## src/rtl/rbf_pkg.sv

```systemverilog
// rbf_pkg: region/function codes, FSM encoding and shared
// constants for the multi-channel serial RBF activation unit.
package rbf_pkg;

    typedef enum logic [1:0] {
        RG_ZERO   = 2'b00,
        RG_SIDE   = 2'b01,
        RG_CENTRE = 2'b10,
        RG_HIGH   = 2'b11
    } region_e;

    localparam logic [1:0] FT_BELL0 = 2'd0;
    localparam logic [1:0] FT_BELL1 = 2'd1;
    localparam logic [1:0] FT_LEFT  = 2'd2;
    localparam logic [1:0] FT_RIGHT = 2'd3;

    typedef enum logic [2:0] {
        ST_IDLE,
        ST_XB,
        ST_ABS,
        ST_B1N,
        ST_B1P,
        ST_SEL,
        ST_SQR,
        ST_STREAM
    } state_e;

    // Cycles from region_vld to fbit, identical for all regions.
    localparam int LAT_Y = 1;

    // Width of a per-channel afrac field.
    function automatic int skw(input int n);
        return $clog2(2 * (n + 1));
    endfunction

endpackage

```

## src/rtl/rbf_region_classify.sv

```systemverilog
// rbf_region_classify: XB..B1P intermediate capture for one channel
// and the resulting region / argument / coefficient select.
module rbf_region_classify
    import rbf_pkg::*;
#(
    parameter int N  = 16,
    parameter int bN = 2,
    localparam int W = N + bN + 2
) (
    input  logic                clk,
    input  state_e              st_i,
    input  logic [N-1:0]        x_i,
    input  logic [N+bN-1:0]     b_i,
    input  logic [N+bN-1:0]     b1_i,
    input  logic [N+bN-1:0]     s_i,
    input  logic [1:0]          ft_i,
    output region_e             region_o,
    output logic signed [W-1:0] arg_o,
    output logic                a_sel_o
);

    logic signed [W-1:0] xe, be, b1e, se, ad;
    logic signed [W-1:0] d_q, e_q, dm_q, dp_q;
    logic                sd, hi;

    assign xe  = {{(W-N){x_i[N-1]}}, x_i};
    assign be  = {{2{b_i[N+bN-1]}}, b_i};
    assign b1e = {{2{b1_i[N+bN-1]}}, b1_i};
    assign se  = {{2{s_i[N+bN-1]}}, s_i};
    assign ad  = d_q[W-1] ? -d_q : d_q;

    // One intermediate per sequencer step, shared adder over four cycles.
    always_ff @(posedge clk) begin
        case (st_i)
            ST_XB:   d_q  <= xe - be;
            ST_ABS:  e_q  <= ad - se;
            ST_B1N:  dm_q <= d_q - b1e;
            ST_B1P:  dp_q <= d_q + b1e;
            default: ;
        endcase
    end

    assign sd = d_q[W-1];
    assign hi = (ft_i == FT_LEFT && sd) || (ft_i == FT_RIGHT && !sd);

    // Priority classification; d==0 counts as non-negative.
    always_comb begin
        region_o = RG_ZERO;
        arg_o    = '0;
        a_sel_o  = 1'b0;
        if (hi) begin
            region_o = RG_HIGH;
        end else if (e_q[W-1]) begin
            region_o = RG_CENTRE;
            arg_o    = d_q;
        end else if (!sd && dm_q[W-1]) begin
            region_o = RG_SIDE;
            arg_o    = dm_q;
            a_sel_o  = 1'b1;
        end else if (sd && !dp_q[W-1]) begin
            region_o = RG_SIDE;
            arg_o    = dp_q;
            a_sel_o  = 1'b1;
        end
    end

endmodule

```

## src/rtl/rbf_actfunc_serial_mc.sv

```systemverilog
// rbf_actfunc_serial_mc: one sample through CH RBF neurons in turn,
// shared classifier + multiply/square, LSB-first serial result.
module rbf_actfunc_serial_mc
    import rbf_pkg::*;
#(
    parameter int  N   = 16,
    parameter int  bN  = 2,
    parameter int  CH  = 4,
    localparam int CHW = (CH > 1) ? $clog2(CH) : 1,
    localparam int SKW = skw(N)
) (
    input  logic                 clk,
    input  logic                 rst,
    input  logic                 start,
    output logic                 ready,
    input  logic [N-1:0]         x,
    input  logic [CH*N-1:0]      a0,
    input  logic [CH*N-1:0]      a1,
    input  logic [CH*SKW-1:0]    afrac,
    input  logic [CH*(N+bN)-1:0] b,
    input  logic [CH*(N+bN)-1:0] b1,
    input  logic [CH*(N+bN)-1:0] s,
    input  logic [CH*N-1:0]      w,
    input  logic [CH*2-1:0]      func_type,
    output logic [1:0]           region,
    output logic                 region_vld,
    output logic [CHW-1:0]       ch_id,
    output logic                 y,
    output logic                 fbit,
    output logic                 done
);

    localparam int W  = N + bN + 2;
    localparam int PW = N + W;
    localparam int QW = 2 * N - 1;
    localparam int BW = $clog2(N);
    localparam int CW = N + bN;

    state_e         state_q, state_d;
    logic [CHW-1:0] ch_q;
    logic [BW-1:0]  bit_q;
    logic [N-1:0]   x_q, sh_q, sq_n, res;
    logic [QW-1:0]  p_q, sq;
    region_e        region_q, cls_rg;
    logic           rv_q, cls_asel, last_bit, last_ch;

    logic signed [W-1:0]  cls_arg;
    logic [N-1:0]         a_c;
    logic signed [PW-1:0] a_x, arg_x, prod;

    logic [N-1:0]   a0_a [CH];
    logic [N-1:0]   a1_a [CH];
    logic [N-1:0]   w_a  [CH];
    logic [SKW-1:0] af_a [CH];
    logic [CW-1:0]  b_a  [CH];
    logic [CW-1:0]  b1_a [CH];
    logic [CW-1:0]  s_a  [CH];
    logic [1:0]     ft_a [CH];

    for (genvar k = 0; k < CH; k++) begin : g_ch
        assign a0_a[k] = a0[k*N +: N];
        assign a1_a[k] = a1[k*N +: N];
        assign w_a[k]  = w[k*N +: N];
        assign af_a[k] = afrac[k*SKW +: SKW];
        assign b_a[k]  = b[k*CW +: CW];
        assign b1_a[k] = b1[k*CW +: CW];
        assign s_a[k]  = s[k*CW +: CW];
        assign ft_a[k] = func_type[k*2 +: 2];
    end

    rbf_region_classify #(.N(N), .bN(bN)) u_cls (
        .clk      (clk),
        .st_i     (state_q),
        .x_i      (x_q),
        .b_i      (b_a[ch_q]),
        .b1_i     (b1_a[ch_q]),
        .s_i      (s_a[ch_q]),
        .ft_i     (ft_a[ch_q]),
        .region_o (cls_rg),
        .arg_o    (cls_arg),
        .a_sel_o  (cls_asel)
    );

    assign a_c   = cls_asel ? a1_a[ch_q] : a0_a[ch_q];
    assign a_x   = {{W{a_c[N-1]}}, a_c};
    assign arg_x = {{N{cls_arg[W-1]}}, cls_arg};
    assign prod  = a_x * arg_x;

    // Only the low 2N-1 bits of p matter for the square's kept bits.
    assign sq   = p_q * p_q;
    assign sq_n = N'(sq >> (N - 1));

    assign last_bit = (bit_q == BW'(N - 1));
    assign last_ch  = (ch_q == CHW'(CH - 1));

    // Region-dependent result word for the streamer.
    always_comb begin
        res = '0;
        unique case (region_q)
            RG_CENTRE: res = w_a[ch_q] - sq_n;
            RG_SIDE:   res = sq_n;
            RG_HIGH:   res = w_a[ch_q];
            RG_ZERO:   res = '0;
        endcase
    end

    // Next-state: per-channel sequence, loop back until last channel.
    always_comb begin
        state_d = state_q;
        unique case (state_q)
            ST_IDLE:   if (start) state_d = ST_XB;
            ST_XB:     state_d = ST_ABS;
            ST_ABS:    state_d = ST_B1N;
            ST_B1N:    state_d = ST_B1P;
            ST_B1P:    state_d = ST_SEL;
            ST_SEL:    state_d = ST_SQR;
            ST_SQR:    state_d = ST_STREAM;
            ST_STREAM: if (last_bit) state_d = last_ch ? ST_IDLE : ST_XB;
        endcase
    end

    // Control state: FSM, channel/bit counters, region strobe.
    always_ff @(posedge clk) begin
        if (rst) begin
            state_q  <= ST_IDLE;
            ch_q     <= '0;
            bit_q    <= '0;
            region_q <= RG_ZERO;
            rv_q     <= 1'b0;
        end else begin
            state_q <= state_d;
            rv_q    <= (state_q == ST_SEL);
            if (state_q == ST_SEL) region_q <= cls_rg;
            if (state_q == ST_IDLE && start)
                ch_q <= '0;
            else if (state_q == ST_STREAM && last_bit && !last_ch)
                ch_q <= ch_q + 1'b1;
            if (state_q == ST_SQR)
                bit_q <= '0;
            else if (state_q == ST_STREAM)
                bit_q <= bit_q + 1'b1;
        end
    end

    // Datapath registers: sample latch, scaled product, shift-out word.
    always_ff @(posedge clk) begin
        if (state_q == ST_IDLE && start) x_q <= x;
        if (state_q == ST_SEL) p_q <= QW'(prod >>> af_a[ch_q]);
        if (state_q == ST_SQR)
            sh_q <= res;
        else if (state_q == ST_STREAM)
            sh_q <= sh_q >> 1;
    end

    assign ready      = (state_q == ST_IDLE);
    assign region     = region_q;
    assign region_vld = rv_q;
    assign ch_id      = ch_q;
    assign y          = (state_q == ST_STREAM) && sh_q[0];
    assign fbit       = (state_q == ST_STREAM) && (bit_q == '0);
    assign done       = (state_q == ST_STREAM) && last_bit && last_ch;

endmodule

```

## config.mk

```make
export PLATFORM = sky130hd
export DESIGN_NAME = rbf_actfunc_serial_mc
export DESIGN_NICKNAME = d
export VERILOG_FILES = /design/src/rtl/rbf_pkg.sv /design/src/rtl/rbf_region_classify.sv /design/src/rtl/rbf_actfunc_serial_mc.sv
export SDC_FILE = /design/constraint.sdc
export NUM_CORES = 2
export LEC_CHECK = 0
export CORE_UTILIZATION = 55
export CTS_CLUSTER_SIZE = 24
export DETAILED_ROUTE_END_ITERATION = 10
export PLACE_DENSITY = 0.79
export SLEW_MARGIN = 10
export SYNTH_ARGS = -nofsm -noshare
export SYNTH_HDL_FRONTEND = slang
export SYNTH_HIERARCHICAL = 1
export SYNTH_SLANG_ARGS = --single-unit
```

## constraint.sdc

```tcl
create_clock -name clk -period 13.5 [get_ports clk]
set_input_delay 2.025 -clock clk [delete_from_list [all_inputs] [get_ports clk]]
set_output_delay 2.025 -clock clk [all_outputs]
set_load 0.005 [all_outputs]
```

==> results.md <==
* GRT Max-Usage Layer: met2
* Initial antenna violation count at 5
* Pin count of the biggest net entering global routing at 51
* Cells after Synth at between 4,000 and 5,000
* Worst-Margin Slew at 1.28 ns
* Main synth FF type: edfxtp_1
* Most frequent cell after synthesis: inv_1
* Die width at 267 um
* Critical-path top delay cell: nor2_2
* Status: completed
* Avg Cell Area, Syn at 9.45 sq um
* Worst-path fanout max at 11
* Slew headroom at 0.146
* Num CTS Buffers at 17
* Register area share after synthesis at 0.101
* Worst-case reg-to-reg path depth at 31
* DIE AREA at 71,200 sq um
* Fin nets at approximately 5,900
* Synth-to-Final Area Change at 16.2%
* Die height at ~270 um
* Delay of the slowest cell on the worst path at just under 0.8 ns
* Floorplan core area at 68,900 sq um
* Final hold violation count at 0
* GR Util met1 at 0.387
* Setup TNS at 0 ns
* Max-slew violation count at 0
* ANT nets after route at 0
* Final setup fails at 0
* Post-CTS Setup Bufs at 0
* CTS Buffer Depth at 2
* DRC at 0
* Final period utilization at 0.886
* Row count at 96
* Start point of the critical path: func_type[2]
* TritonCTS Sinks at 134
* Most frequent cell on the critical path: fa_1
* Post-CTS Hold Fix Bufs at 0
* IO buf count at 467
* Global-route wire length before repair at 170 mm
* Vias in the first global route at approximately 33,000
* Hold depth at 2
* Fin util at 0.650
* Share of layout cells above drive strength 1 at 0.0634
* Cell taking the most area after synthesis: fa_1
* GR met3 Demand/Resource at 0.0575
* Largest cells by area after synthesis: fa_1 (34%), ha_1 (9.6%), edfxtp_1 (9.5%)
* Post-synth EDFFs at 122
* Clock transition at path regs at 0.06 ns
* Via Count at 30,625
* Post-Syn Nets at 5,498
* Met2 Use GR at 0.528
* DRT iter0 DRCs at 2,344
* Gr usage total at 0.308
* Post-synth cell types at 87
* Top-Level Pins at around 470
* Hold Path Class: flip-flop to flip-flop
* Post-synth top area share at 0.343
* FF-to-FF setup slack at 2.75 ns
* Final worst path period need at 11.95 ns
* Max Cap Violations at 0
* F_max at 83.7 MHz
* Synth top cells by count: inv_1 (831), fa_1 (660), ha_1 (297), nand2_1 (291), nor2b_1 (246)
* Asr flop ratio synth at 0
* Critical Path RT at 13.68 ns
* WS Path Type: input port to flip-flop
* Post-synthesis cell area at 38,600 sq um
* Clock root buffer: clkbuf_16
* Crit path capture type: flip-flop
* CTS-repair resized insts at 0
* Syn. warnings at 6
* Wire per inst at 19.6 um
* Startpoint types: input port
* Non-Filler Instances at 5,385
* Cells after DPL at about 5,400
* Setup Skew at 0.0235 ns
* R2R Path End: p_q[3]
* CP arrival at approximately 12 ns
* Via-to-Cell Ratio at 5.69
* GP Congestion at 0.963
* Routed WL at 106 mm
* CTS tree: yes
* Unrepaired setup endpoints after global routing: no
* Reg2reg start: ch_id[0]
* #FFs+latches synth at approximately 130
* Clock latency on the worst-skew pair at 0.48 ns
* Critical path capture point: p_q[3]
* GRT overflow at 0
* Drt first pass iters at 6
* Starting Density at 0.559
* DPL Wire Length at roughly 88 mm
* CTS H-tree depth at 4
==> worst max-delay path, delay by kind of cell <==
| family | cells | cell delay (ns) |
|---|---|---|
| and+or+nand+nor | 5 | 1.77 |
| AOI/OAI and AO/OA | 12 | 2.65 |
| muxes | 3 | 1.44 |
| xor gates and xnor gates | 1 | 0.15 |
| adders and majority gates | 7 | 3.25 |
| buffers and inverters | 4 | 0.83 |
==> worst min path at each step <==
stage | startpoint | end
3_5_place_dp | bit_q[1] | bit_q[1]
5_1_grt | bit_q[1] | bit_q[1]
6_report | bit_q[1] | bit_q[1]
2_1_floorplan | bit_q[1] | bit_q[1]
4_1_cts | bit_q[1] | bit_q[1]
3_3_place_gp | bit_q[1] | bit_q[1]
==> stage by stage <==
step | worst slack (ns) | hold slack (ns) | cell area (sq um)
CTS | 1.66 | 0.500 | 44800
detailed placement | 1.18 | 0.488 | 44200
global route | 1.08 | 0.520 | 44800
floorplan | 1.73 | 0.462 | 38600
finish | 1.55 | 0.500 | 44800
global placement | 1.34 | 0.480 | 44200
==> layout make-up <==
| type | count | area, sq um |
|---|---|---|
| multi-input combinational | 2921 | 30900 |
| timing repair buffer | 533 | 5170 |
| clock buffer | 17 | 425 |
| clock inverter | 15 | 154 |
| antenna | 3 | 7.51 |
| tap | 931 | 1160 |
| inverter | 831 | 3120 |
| fill | 5583 | 24100 |
| sequential | 134 | 3910 |
==> flip-flops by register name, summed over array words and instances (netlist names) <==
name,flops
bit_q,4
state_q,3
u_cls/dp_q,20
p_q,30
u_cls/dm_q,20
x_q,16
region,2
u_cls/d_q,19
sh_q,16
u_cls/e_q,1
region_vld,1
ch_id,2
==> placed cells by master, fill, tap and decap left out, drive strengths merged, types with 21 or more instances in the layout <==
master,count
inv,841
fa,660
clkdlybuf4s50,467
ha,297
nand2,291
nor2b,246
nor2,189
a21oi,141
edfxtp,122
and2,122
xnor2,117
mux4,107
o21ai,105
buf,66
mux2i,62
a21o,47
nand2b,46
xor2,45
nor3,40
nand3,37
a211oi,29
o21a,25
o211ai,22
o21bai,21
a31oi,21
==> metal layers <==
layer,vias to the layer above,share of wire,wire [um]
met5,-,0,0
met4,0,0.037,3940
met3,190,0.080,8490
met2,1296,0.49,52000
met1,15265,0.39,41300
li1,13874,-,-
==> kinds of logic after synthesis <==
logic type,after synthesis,share of synthesized area
buffers and inverters,1027,0.100
flip-flops,134,0.101
adder cells (fa/ha/maj),963,0.441
AND/OR/NAND/NOR,1050,0.138
multiplexers,189,0.0845
AO/OA/AOI/OAI,557,0.0986
XOR/XNOR,162,0.0368
Power is left out: the tool's default activity adds up to more than one toggle a clock period on the data nets, which glitch-free logic cannot reach.
